### src/rtl/hazard_ctrl.sv
// Pipeline hazard controller: EXE forwarding selects, load-use stall, branch flush.
// Mirrors the EX/MEM/WB destination info in shadow registers and gates pipeline progress.
module hazard_ctrl (
  input  logic        clk,
  input  logic        rst,
  input  logic        id_valid,
  input  logic [4:0]  rs1_id,
  input  logic [4:0]  rs2_id,
  input  logic [4:0]  rd_id,
  input  logic        use_rs1_id,
  input  logic        use_rs2_id,
  input  logic        regwrite_id,
  input  logic        memread_id,
  input  logic        redirect_exe,
  input  logic        mem_busy,
  output logic [1:0]  forward_rd1_exe,
  output logic [1:0]  forward_rd2_exe,
  output logic        stall_if,
  output logic        stall_id,
  output logic        flush_id,
  output logic        flush_exe,
  output logic [1:0]  state,
  output logic [15:0] stall_count
);

  typedef enum logic [1:0] {
    RUN        = 2'b00,
    LOAD_STALL = 2'b01,
    FLUSH      = 2'b10
  } state_t;

  state_t state_q, state_d;

  logic       ex_v, ex_use1, ex_use2, ex_rw, ex_mr;
  logic [4:0] ex_rs1, ex_rs2, ex_rd;
  logic       mem_v, mem_rw;
  logic [4:0] mem_rd;
  logic       wb_v, wb_rw;
  logic [4:0] wb_rd;
  logic       load_use;

  assign state = state_q;

  assign load_use = id_valid && ex_v && ex_mr && (ex_rd != 5'd0) &&
                    ((use_rs1_id && (rs1_id == ex_rd)) ||
                     (use_rs2_id && (rs2_id == ex_rd)));

  // MEM is younger than WB, so its result wins; x0 is hardwired and never forwarded.
  always_comb begin
    forward_rd1_exe = 2'b00;
    forward_rd2_exe = 2'b00;
    if (ex_use1 && mem_v && mem_rw && (mem_rd != 5'd0) && (mem_rd == ex_rs1))
      forward_rd1_exe = 2'b01;
    else if (ex_use1 && wb_v && wb_rw && (wb_rd != 5'd0) && (wb_rd == ex_rs1))
      forward_rd1_exe = 2'b10;
    if (ex_use2 && mem_v && mem_rw && (mem_rd != 5'd0) && (mem_rd == ex_rs2))
      forward_rd2_exe = 2'b01;
    else if (ex_use2 && wb_v && wb_rw && (wb_rd != 5'd0) && (wb_rd == ex_rs2))
      forward_rd2_exe = 2'b10;
  end

  // state_d is the mode of the cycle now executing; the register records it at the edge,
  // so the controls below act in the very cycle the hazard is seen.
  always_comb begin
    state_d   = RUN;
    stall_if  = 1'b0;
    stall_id  = 1'b0;
    flush_id  = 1'b0;
    flush_exe = 1'b0;
    case (state_q)
      RUN:        state_d = redirect_exe ? FLUSH : (load_use ? LOAD_STALL : RUN);
      LOAD_STALL: state_d = redirect_exe ? FLUSH : RUN;
      FLUSH:      state_d = RUN;
      default:    state_d = RUN;
    endcase
    if (mem_busy) begin
      stall_if = 1'b1;
      stall_id = 1'b1;
    end else begin
      case (state_d)
        LOAD_STALL: begin
          stall_if  = 1'b1;
          stall_id  = 1'b1;
          flush_exe = 1'b1;
        end
        FLUSH: begin
          flush_id  = 1'b1;
          flush_exe = 1'b1;
        end
        default: ;
      endcase
    end
  end

  // A busy data memory freezes everything, including the stall counter.
  always_ff @(posedge clk or posedge rst) begin
    if (rst) begin
      state_q     <= RUN;
      stall_count <= 16'd0;
      ex_v <= 1'b0; ex_use1 <= 1'b0; ex_use2 <= 1'b0; ex_rw <= 1'b0; ex_mr <= 1'b0;
      ex_rs1 <= 5'd0; ex_rs2 <= 5'd0; ex_rd <= 5'd0;
      mem_v <= 1'b0; mem_rw <= 1'b0; mem_rd <= 5'd0;
      wb_v  <= 1'b0; wb_rw  <= 1'b0; wb_rd  <= 5'd0;
    end else if (!mem_busy) begin
      state_q <= state_d;
      wb_v    <= mem_v;
      wb_rw   <= mem_rw;
      wb_rd   <= mem_rd;
      mem_v   <= ex_v;
      mem_rw  <= ex_rw;
      mem_rd  <= ex_rd;
      ex_rs1  <= rs1_id;
      ex_rs2  <= rs2_id;
      ex_rd   <= rd_id;
      ex_use1 <= use_rs1_id;
      ex_use2 <= use_rs2_id;
      if (state_d == RUN) begin
        ex_v  <= id_valid;
        ex_rw <= regwrite_id;
        ex_mr <= memread_id;
      end else begin
        ex_v  <= 1'b0;
        ex_rw <= 1'b0;
        ex_mr <= 1'b0;
      end
      if ((state_d == LOAD_STALL) && (stall_count != 16'hFFFF))
        stall_count <= stall_count + 16'd1;
    end
  end

endmodule

### config.mk
export PLATFORM = sky130hd
export DESIGN_NAME = hazard_ctrl
export DESIGN_NICKNAME = d
export VERILOG_FILES = /design/src/rtl/hazard_ctrl.sv
export SDC_FILE = /design/constraint.sdc
export NUM_CORES = 1
export LEC_CHECK = 0
export ABC_AREA = 1
export CORE_MARGIN = 3
export CORE_UTILIZATION = 50
export CTS_CLUSTER_SIZE = 12
export DETAILED_ROUTE_END_ITERATION = 7
export PLACE_DENSITY_LB_ADDON = 0.25
export SLEW_MARGIN = 25
export SYNTH_ARGS = -nofsm -noshare
export SYNTH_HDL_FRONTEND = slang
export SYNTH_SLANG_ARGS = --single-unit
### constraint.sdc
create_clock -name clk -period 3 [get_ports clk]
set_input_delay 0.45 -clock clk [delete_from_list [all_inputs] [get_ports clk]]
set_output_delay 0.45 -clock clk [all_outputs]
set_load 0.02 [all_outputs]
==> results.json, run 1 <==
{
  "status": "finished, final reports clean",
  "die_width_um": 82.6,
  "final_common_cell": "nand2_1",
  "cts_resized": 3,
  "ys_types": 27,
  "drt_iter0_drc": 152,
  "leakagePower_nw": 1.74,
  "fin_crit_ps": 2800,
  "p_sw_w": 0.000426,
  "first_global_vias": 2630,
  "synthesis.nets": 434,
  "grt-ovfl-total": 0,
  "hold_buffers": 0,
  "timing.rr.end": "stall_count[8]",
  "clkSlewWorstSetupHoldPaths_ps": 100,
  "final_cell_area_sq_um": 3630,
  "ys_seq_elements": 52,
  "fmax_mhz": 357,
  "gp_congestion": 0.854,
  "num-nets-final": 486,
  "synth_top_area_frac": 0.443,
  "htree_levels": 2,
  "critPathMaxFanout": 3,
  "ant_nets": 0,
  "final_cell_mix": "159 x nand2_1, 52 x dfrtp_1, 45 x clkdlybuf4s50_1",
  "fin_crit_sh": 0.934,
  "reg2reg_depth": 16,
  "clock_latency_ps": 310,
  "grt_max_degree": 49,
  "finClkSkew_ps": 13.7,
  "worstSetupPathType": "input port to output pin",
  "die_height_um": 82.6,
  "drv_slew": 0,
  "wl_per_cell_um": 13.2,
  "total_power_w": 0.00156,
  "die_area_sq_um": 6830,
  "setup_viol": 0,
  "cts_buffer_depth": 2,
  "place_area_sq_um": 3510,
  "rsz0062_at_grt": "no",
  "initial_utilization": 0.523,
  "peakVddDrop_v": 0.000210,
  "antenna_found_initial": 0,
  "clkSinkCount": 52,
  "start_kind": "input port",
  "yosysTopAreaCell": "dfrtp_1",
  "crit_path_end_kind": "output pin",
  "synthesis.area_sq_um": 2940,
  "power.share.clock": 0.327,
  "intPower_w": 0.00113,
  "hold_path_class": "input port to async pin",
  "post-route-util": 0.648,
  "fin_tns_setup_ps": 0,
  "io_buffers": 49,
  "cp.required_ps": 2550,
  "powerDensity_nw_per_um2": 429,
  "cts_tree": "yes",
  "hold_viol": 0,
  "regToRegStartpoint": "ex_rd[2]",
  "io_pins": 50,
  "maxCapViolCount": 0,
  "cts_made_buffers": 5,
  "syn_to_final_growth_pct": 23.8,
  "critical_path.cell_chain": "clkdlybuf4s50_1 -> inv_1 -> nand2_1 -> nand2_1 -> nor2_1 -> nand3_1 -> nand2_1 -> nand2_1 -> ha_1 -> inv_1 -> nor2_1 -> dlygate4sd2_1",
  "grt_pass1_wl_mm": 11.7,
  "worst_pin_slew_ps": 473,
  "crit_path_top_delay_cell": "clkdlybuf4s50_1",
  "slowest_delay_ps": 490,
  "post_cts_buffers": 0,
  "route.detailed.drc": 0,
  "swShare": 0.273,
  "yosysSeqAreaShare": 0.443,
  "vias": 2692,
  "relSlewSlack": 0.684,
  "rows": 27,
  "syn_inst": 406,
  "grt_usage": 0.225,
  "cpMostUsedCell": "nand2_1",
  "core_sq_um": 5610,
  "pwr-share-comb": 0.157,
  "wl_mm": 7.00,
  "cts_root_buf": "clkbuf_8",
  "crit_arrival_ps": 2350,
  "rrSetupSlack_ps": 850,
  "antenna_cells": 0,
  "synthTopCellsByArea": "dfrtp_1 44%, nand2_1 20%, o21ai_0 6.1%, xnor2_1 5.4%, inv_1 5.2%",
  "syn_area_per_cell_sq_um": 7.23,
  "ys_warn_count": 0,
  "first_pass_iters": 4,
  "final_layout_size_suffix_gt1_frac": 0.0545,
  "pwr-share-seq": 0.516,
  "hpwl_mm": 5.25,
  "vias_per_cell": 5.07
}
-- sequential cells by signal, summed over array words and instances (netlist names) --
signal,flops
wb_rw,1
ex_use2,1
ex_use1,1
ex_v,1
stall_count,16
ex_rs2,5
wb_v,1
mem_rd,5
mem_rw,1
ex_mr,1
ex_rs1,5
ex_rd,5
state,2
wb_rd,5
mem_v,1
ex_rw,1
-- logic make-up after synthesis --
logic type                 Yosys count  share of synthesized area
and+or+nand+nor                    228                      0.317
buffers and inverters               55                     0.0746
DFF                                 52                      0.443
AOI/OAI and AO/OA                   44                     0.0797
xor gates and xnor gates            23                     0.0686
adders and majority gates            4                     0.0171
-- worst max path at each step --
| stage | endpoint | slack, ps | from |
|---|---|---|---|
| finish | flush_exe | 200 | rs1_id[2] |
| global route | flush_exe | 100 | rs1_id[2] |
| CTS | flush_id | 80 | rs1_id[2] |
| detailed placement | flush_exe | -70 | rs1_id[2] |
| global placement | flush_exe | -20 | rs1_id[2] |
| floorplan | stall_if | 1070 | rs2_id[2] |
-- synth_stat cells --
cell / n
inv_1: 41
nand2_1: 159
nand3b_1: 2
nand2_2: 2
dfrtp_1: 52
clkbuf_1: 8
nor2_4: 2
nor3_1: 6
nand4_1: 4
nand3_1: 13
buf_4: 1
o21ai_1: 3
o21ai_4: 1
buf_2: 1
clkinv_1: 1
a21oi_1: 2
nor4_1: 1
nor2_1: 37
xor2_1: 5
o22ai_1: 2
ha_1: 4
inv_2: 2
nor2_2: 1
o21ai_0: 36
nand2_4: 1
buf_6: 1
xnor2_1: 18
-- metal layers --
metal  vias up  GRT usage  share of wire  wire, um
met3        10     0.0412          0.043       300
met2        77      0.405           0.50      3500
met1      1248      0.267           0.43      3020
met4         0     0.0801          0.025       175
met5         -          0              0         0
li1       1357          -              -         -
-- per-stage QoR --
step	instances	hold slack [ps]	setup slack (ps)
3_5_place_dp	523	495	-72.8
4_1_cts	531	421	84.2
3_3_place_gp	523	481	-16.9
5_1_grt	531	439	97.0
6_report	531	414	199
2_1_floorplan	406	449	1070
-- critical path, delay by kind of cell --
kind	cells	cell delay (ps)
buffers and inverters	4	910
AND/OR/NAND/NOR	7	680
adder cells (fa/ha/maj)	1	300
-- layout make-up --
cell class	count	area, sq um
Fill cell	507	1970
Multi-Input combinational cell	299	1420
Sequential cell	52	1300
Timing Repair Buffer	56	542
Inverter	44	165
Tap cell	72	90.1
Clock buffer	6	82.6
Clock inverter	2	38.8
-- power groups by stage --
stage	Clock, W	Sequential, W	Combinational (W)
finish	0.000509	0.000804	0.000244
global route	0.000551	0.000811	0.000278
CTS	0.000518	0.000803	0.000245
detailed placement	0	0.000817	0.000246
global placement	0	0.000814	0.000240
floorplan	0	0.000804	0.000159
(Power assumes the default switching activity.)
==> inputs of run 2 (changes only) <==
--- a/config.mk
+++ b/config.mk
@@ -7,9 +7,11 @@
 export LEC_CHECK = 0
 export ABC_AREA = 1
 export CORE_MARGIN = 3
-export CORE_UTILIZATION = 50
+export CORE_UTILIZATION = 40
+export CTS_CLUSTER_DIAMETER = 120
 export CTS_CLUSTER_SIZE = 12
 export DETAILED_ROUTE_END_ITERATION = 7
+export DONT_BUFFER_PORTS = 1
 export PLACE_DENSITY_LB_ADDON = 0.25
 export SLEW_MARGIN = 25
 export SYNTH_ARGS = -nofsm -noshare
==> run 2 against run 1 <==
Global-route usage fell by 5.3 points. Non-clock buffer count shrank 53. First-iteration DRC count down 22%. Cell count down 5.5%. Largest cell class unchanged. Wire length is 3.4% lower. Via count fell by 12%. Combinational power down 25%. Sequential share of layout area grew 6.0 points. Cell area decreased by 14%. Flip-flop and latch count unchanged. Clock skew is 6.9 ps lower.
==> results.json, run 2 (synthesized netlist as in run 1, its figures left out) <==
{
  "clkSlewWorstSetupHoldPaths_ps": 90,
  "rrSetupSlack_ps": 740,
  "route.detailed.drc": 0,
  "seq_area_sq_um": 1300,
  "post_cts_buffers": 0,
  "ant_nets": 0,
  "final_common_cell": "nand2_1",
  "timing.rr.end": "stall_count[13]",
  "io_buffers": 0,
  "drt_iter0_drc": 119,
  "powerDensity_nw_per_um2": 451,
  "peakVddDrop_v": 0.000153,
  "final_layout_size_suffix_gt1_frac": 0.0468,
  "largest_register": "stall_count",
  "hpwl_mm": 5.12,
  "vias_per_cell": 4.73,
  "die_height_um": 91.7,
  "critPathMaxFanout": 5,
  "fillers": 729,
  "antenna_cells": 0,
  "startpoint": "ex_rd[2]",
  "reg2reg_depth": 16,
  "fin_tns_setup_ps": 0,
  "worstSetupPathType": "register to output pin",
  "slowest_delay_ps": 370,
  "first_global_vias": 2436,
  "crit_arrival_ps": 1960,
  "fin_hold_ws_ps": 77.0,
  "final_cell_mix": "159 x nand2_1, 52 x dfrtp_1, 40 x inv_1",
  "placed_cells": 494,
  "start_kind": "register",
  "antenna_found_initial": 0,
  "status": "finished, final reports clean",
  "io_pins": 50,
  "cpMostUsedCell": "nand2_1",
  "intPower_w": 0.00101,
  "drv_slew": 0,
  "maxCapViolCount": 0,
  "die_width_um": 91.7,
  "finClkSkew_ps": 6.72,
  "clkSinkCount": 52,
  "pwr-share-comb": 0.130,
  "rows": 30,
  "final_cell_area_sq_um": 3110,
  "worst_pin_slew_ps": 579,
  "endpoint": "flush_exe",
  "num-nets-final": 433,
  "crit_path_top_delay_cell": "dfrtp_1",
  "relSlewSlack": 0.613,
  "power.share.clock": 0.296,
  "leakagePower_nw": 1.51,
  "crit_path_end_kind": "output pin",
  "first_pass_iters": 4,
  "core_sq_um": 6940,
  "swShare": 0.279,
  "grt_pass1_wl_mm": 11.7,
  "regToRegStartpoint": "ex_rd[2]",
  "fmax_mhz": 415,
  "post-route-util": 0.448,
  "multi_input_area_sq_um": 1420,
  "rsz0062_at_grt": "no",
  "pwr-share-seq": 0.574,
  "vias": 2376,
  "largest_reg_flops": 16,
  "fin_crit_sh": 0.803,
  "cts_root_buf": "clkbuf_8",
  "cts_buffer_depth": 2,
  "cp.required_ps": 2550,
  "initial_utilization": 0.423,
  "critical_path.cell_chain": "inv_1 -> nand2_1 -> nand2_1 -> nor2_1 -> nand3_1 -> nand2_1 -> nand2_1 -> ha_1 -> inv_1 -> nor2_1",
  "grt_max_degree": 53,
  "hold_buffers": 0,
  "p_sw_w": 0.000392,
  "setup_viol": 0,
  "cts_tree": "yes",
  "cts_made_buffers": 5,
  "layout.cells.non_filler": 502,
  "grt_usage": 0.172,
  "place_area_sq_um": 3020,
  "cts_resized": 0,
  "clock_latency_ps": 310,
  "fin_crit_ps": 2410,
  "grt-ovfl-total": 0,
  "htree_levels": 2,
  "wl_per_cell_um": 13.5,
  "hold_path_class": "input port to async pin",
  "die_area_sq_um": 8400,
  "gp_congestion": 0.846,
  "wl_mm": 6.76,
  "syn_to_final_growth_pct": 6.10,
  "hold_viol": 0
}
-- run 2: power by group through the flow --
stage	registers (W)	logic (W)	clock network (W)
after floorplan	0.000804	0.000159	0
after global placement	0.000820	0.000182	0
after detailed placement	0.000821	0.000185	0
after CTS	0.000807	0.000186	0.000430
after global routing	0.000815	0.000217	0.000460
final	0.000806	0.000182	0.000416
-- run 2: cell type report --
type                            count  area share
Multi-Input combinational cell    299       0.454
Timing Repair Buffer                3     0.00723
Inverter                           44      0.0530
Clock buffer                        8      0.0289
Tap cell                           96      0.0386
Sequential cell                    52       0.418
-- run 2: worst min-delay path by stage --
stage | end | slack, ps | cells past startpoint | startpoint
after floorplan | ex_mr | 450 | 2 | ex_mr
after global placement | wb_rd[3] | 430 | 1 | rst
after detailed placement | wb_rd[3] | 430 | 1 | rst
after CTS | wb_rd[3] | 100 | 1 | rst
after global routing | stall_count[4] | 110 | 1 | rst
final | ex_rs2[2] | 80 | 1 | rst
-- run 2: layer usage --
layer / share of wire / wire length [um] / track usage
met1: 0.43 / 2900 / 0.212
met3: 0.052 / 348 / 0.0484
met2: 0.51 / 3450 / 0.302
met5: 0 / 0 / 0
met4: 0.0089 / 60 / 0.0302
-- run 2: critical path: cells and delay by family, from the launching register on --
kind | cells | cell delay, ps
adder cells (fa/ha/maj) | 1 | 290
AND/OR/NAND/NOR | 7 | 850
flip-flops | 1 | 370
buffers and inverters | 2 | 140
-- run 2: per-stage QoR --
stage	setup WS [ps]	power, W
floorplan	1070	0.000964
finish	590	0.00140
detailed placement	717	0.00101
CTS	550	0.00142
global placement	765	0.00100
global route	383	0.00149
==> inputs of run 3 (changes only) <==
==> constraint.sdc (replaced) <==
create_clock -name clk -period 2.37 [get_ports clk]
set_input_delay 0.3555 -clock clk [delete_from_list [all_inputs] [get_ports clk]]
set_output_delay 0.3555 -clock clk [all_outputs]
set_load 0.02 [all_outputs]
==> run 3 against run 2 <==
Critical path depth did not move. Clock skew fell by 3.6 ps. Sequential power rose by 27%. Non-clock buffer count rose by 3. Worst setup slack got worse by 430 ps. Utilization rose by 0.61 points. Clock power rose by 25%. Combinational power rose by 28%. Power rose by 26%. Global-route usage fell by 0.42 points. Highest routed layer unchanged.
==> results.json, run 3 (synthesized netlist as in run 1, its figures left out) <==
{
  "largest_register": "stall_count",
  "cts_tree": "yes",
  "post_cts_buffers": 0,
  "gp_congestion": 0.844,
  "worst_pin_slew_ps": 473,
  "rows": 30,
  "rsz0062_at_grt": "no",
  "num-nets-final": 436,
  "seq_area_sq_um": 1300,
  "pwr-share-comb": 0.132,
  "hpwl_mm": 4.95,
  "intPower_w": 0.00129,
  "hold_path.startpoint": "mem_busy",
  "total_power_w": 0.00177,
  "hold_viol": 0,
  "startpoint": "ex_rd[3]",
  "start_kind": "register",
  "die_width_um": 91.7,
  "die_area_sq_um": 8400,
  "regToRegStartpoint": "ex_rd[3]",
  "crit_arrival_ps": 1860,
  "io_pins": 50,
  "grt-ovfl-total": 0,
  "antenna_cells": 0,
  "pwr-share-seq": 0.574,
  "clkSlewWorstSetupHoldPaths_ps": 90,
  "first_pass_iters": 4,
  "final_cell_mix": "158 x nand2_1, 52 x dfrtp_1, 40 x inv_1",
  "grt_max_degree": 53,
  "grt_pass1_wl_mm": 11.4,
  "fin_crit_sh": 0.933,
  "wl_mm": 6.63,
  "ant_nets": 0,
  "setup_viol": 0,
  "wl_per_cell_um": 13.1,
  "cts_made_buffers": 5,
  "initial_utilization": 0.423,
  "route.detailed.drc": 0,
  "syn_to_final_growth_pct": 7.54,
  "finClkSkew_ps": 3.17,
  "p_sw_w": 0.000488,
  "drt_iter0_drc": 100,
  "leakagePower_nw": 1.53,
  "antenna_found_initial": 0,
  "crit_path_end_kind": "output pin",
  "hold_path_class": "input port to register",
  "largest_reg_flops": 16,
  "powerDensity_nw_per_um2": 562,
  "vias": 2364,
  "status": "finished, final reports clean",
  "die_height_um": 91.7,
  "power.share.clock": 0.294,
  "worstSetupPathType": "register to output pin",
  "grt_usage": 0.168,
  "cp.required_ps": 2010,
  "fmax_mhz": 452,
  "first_global_vias": 2359,
  "critPathMaxFanout": 5,
  "relSlewSlack": 0.683,
  "clock_latency_ps": 300,
  "swShare": 0.275,
  "drv_slew": 0,
  "cts_root_buf": "clkbuf_8",
  "final_layout_size_suffix_gt1_frac": 0.0562,
  "fin_crit_ps": 2210,
  "core_sq_um": 6940,
  "maxCapViolCount": 0,
  "vias_per_cell": 4.68,
  "fin_tns_setup_ps": 0,
  "io_buffers": 0,
  "fillers": 721,
  "multi_input_area_sq_um": 1420,
  "final_common_cell": "nand2_1",
  "peakVddDrop_v": 0.000257,
  "cts_buffer_depth": 2,
  "htree_levels": 2,
  "clkSinkCount": 52
}
run 3: per-layer routing:
layer	track usage	routed length, um
met1	0.213	2930
met4	0.0490	65
met5	0	0
met3	0.0418	290
met2	0.282	3340
run 3: critical path: stages (launching register included):
cell,delay [ps]
dfrtp_1,370
inv_1,100
nand2_1,70
nand2_1,50
nor2_1,150
nand3_1,90
nand2_1,100
nand2_1,90
ha_1,290
inv_1,40
nor2_2,200
run 3: repair_timing:
item / CTS / global route
setup endpoints to repair: 0 / 3
resized for setup: 0 / 2
hold buffers: 1 / 0
endpoints found under the hold margin: 4 / 0
run 3: layout make-up:
type / instances / share of cell area
clock buffer: 8 / 0.0285
inverter: 44 / 0.0523
multi-input combinational: 299 / 0.450
sequential: 52 / 0.412
tap: 96 / 0.0380
timing repair buffer: 6 / 0.0190
run 3: through the flow:
step	utilization	setup WS, ps	std cells	hold WS (ps)	instance area [sq um]
2_1_floorplan	-	474	406	449	2940
3_3_place_gp	0.439	399	496	136	3050
3_5_place_dp	0.439	375	496	131	3050
4_1_cts	0.454	37.5	505	141	3150
5_1_grt	0.455	20.3	505	139	3160
6_report	0.455	159	505	154	3160
run 3: final timing paths:
| kind | slack [ps] | endpoint | cells past startpoint |
|---|---|---|---|
| max | 160 | flush_exe | 10 |
| min | 150 | state[1] | 1 |
| max reg2reg | 360 | stall_count[13] | 16 |
| min reg2reg | 500 | ex_mr | 2 |
| max in group asynchronous | 1520 | stall_count[14] | 3 |
| min in group asynchronous | 380 | wb_rd[4] | 2 |
run 3: power groups by stage:
| stage | Combinational [W] | Sequential [W] | Clock [W] |
|---|---|---|---|
| 6_report | 0.000233 | 0.00102 | 0.000521 |
| 3_5_place_dp | 0.000235 | 0.00104 | 0 |
| 5_1_grt | 0.000276 | 0.00103 | 0.000581 |
| 2_1_floorplan | 0.000202 | 0.00102 | 0 |
| 4_1_cts | 0.000237 | 0.00102 | 0.000546 |
| 3_3_place_gp | 0.000231 | 0.00104 | 0 |
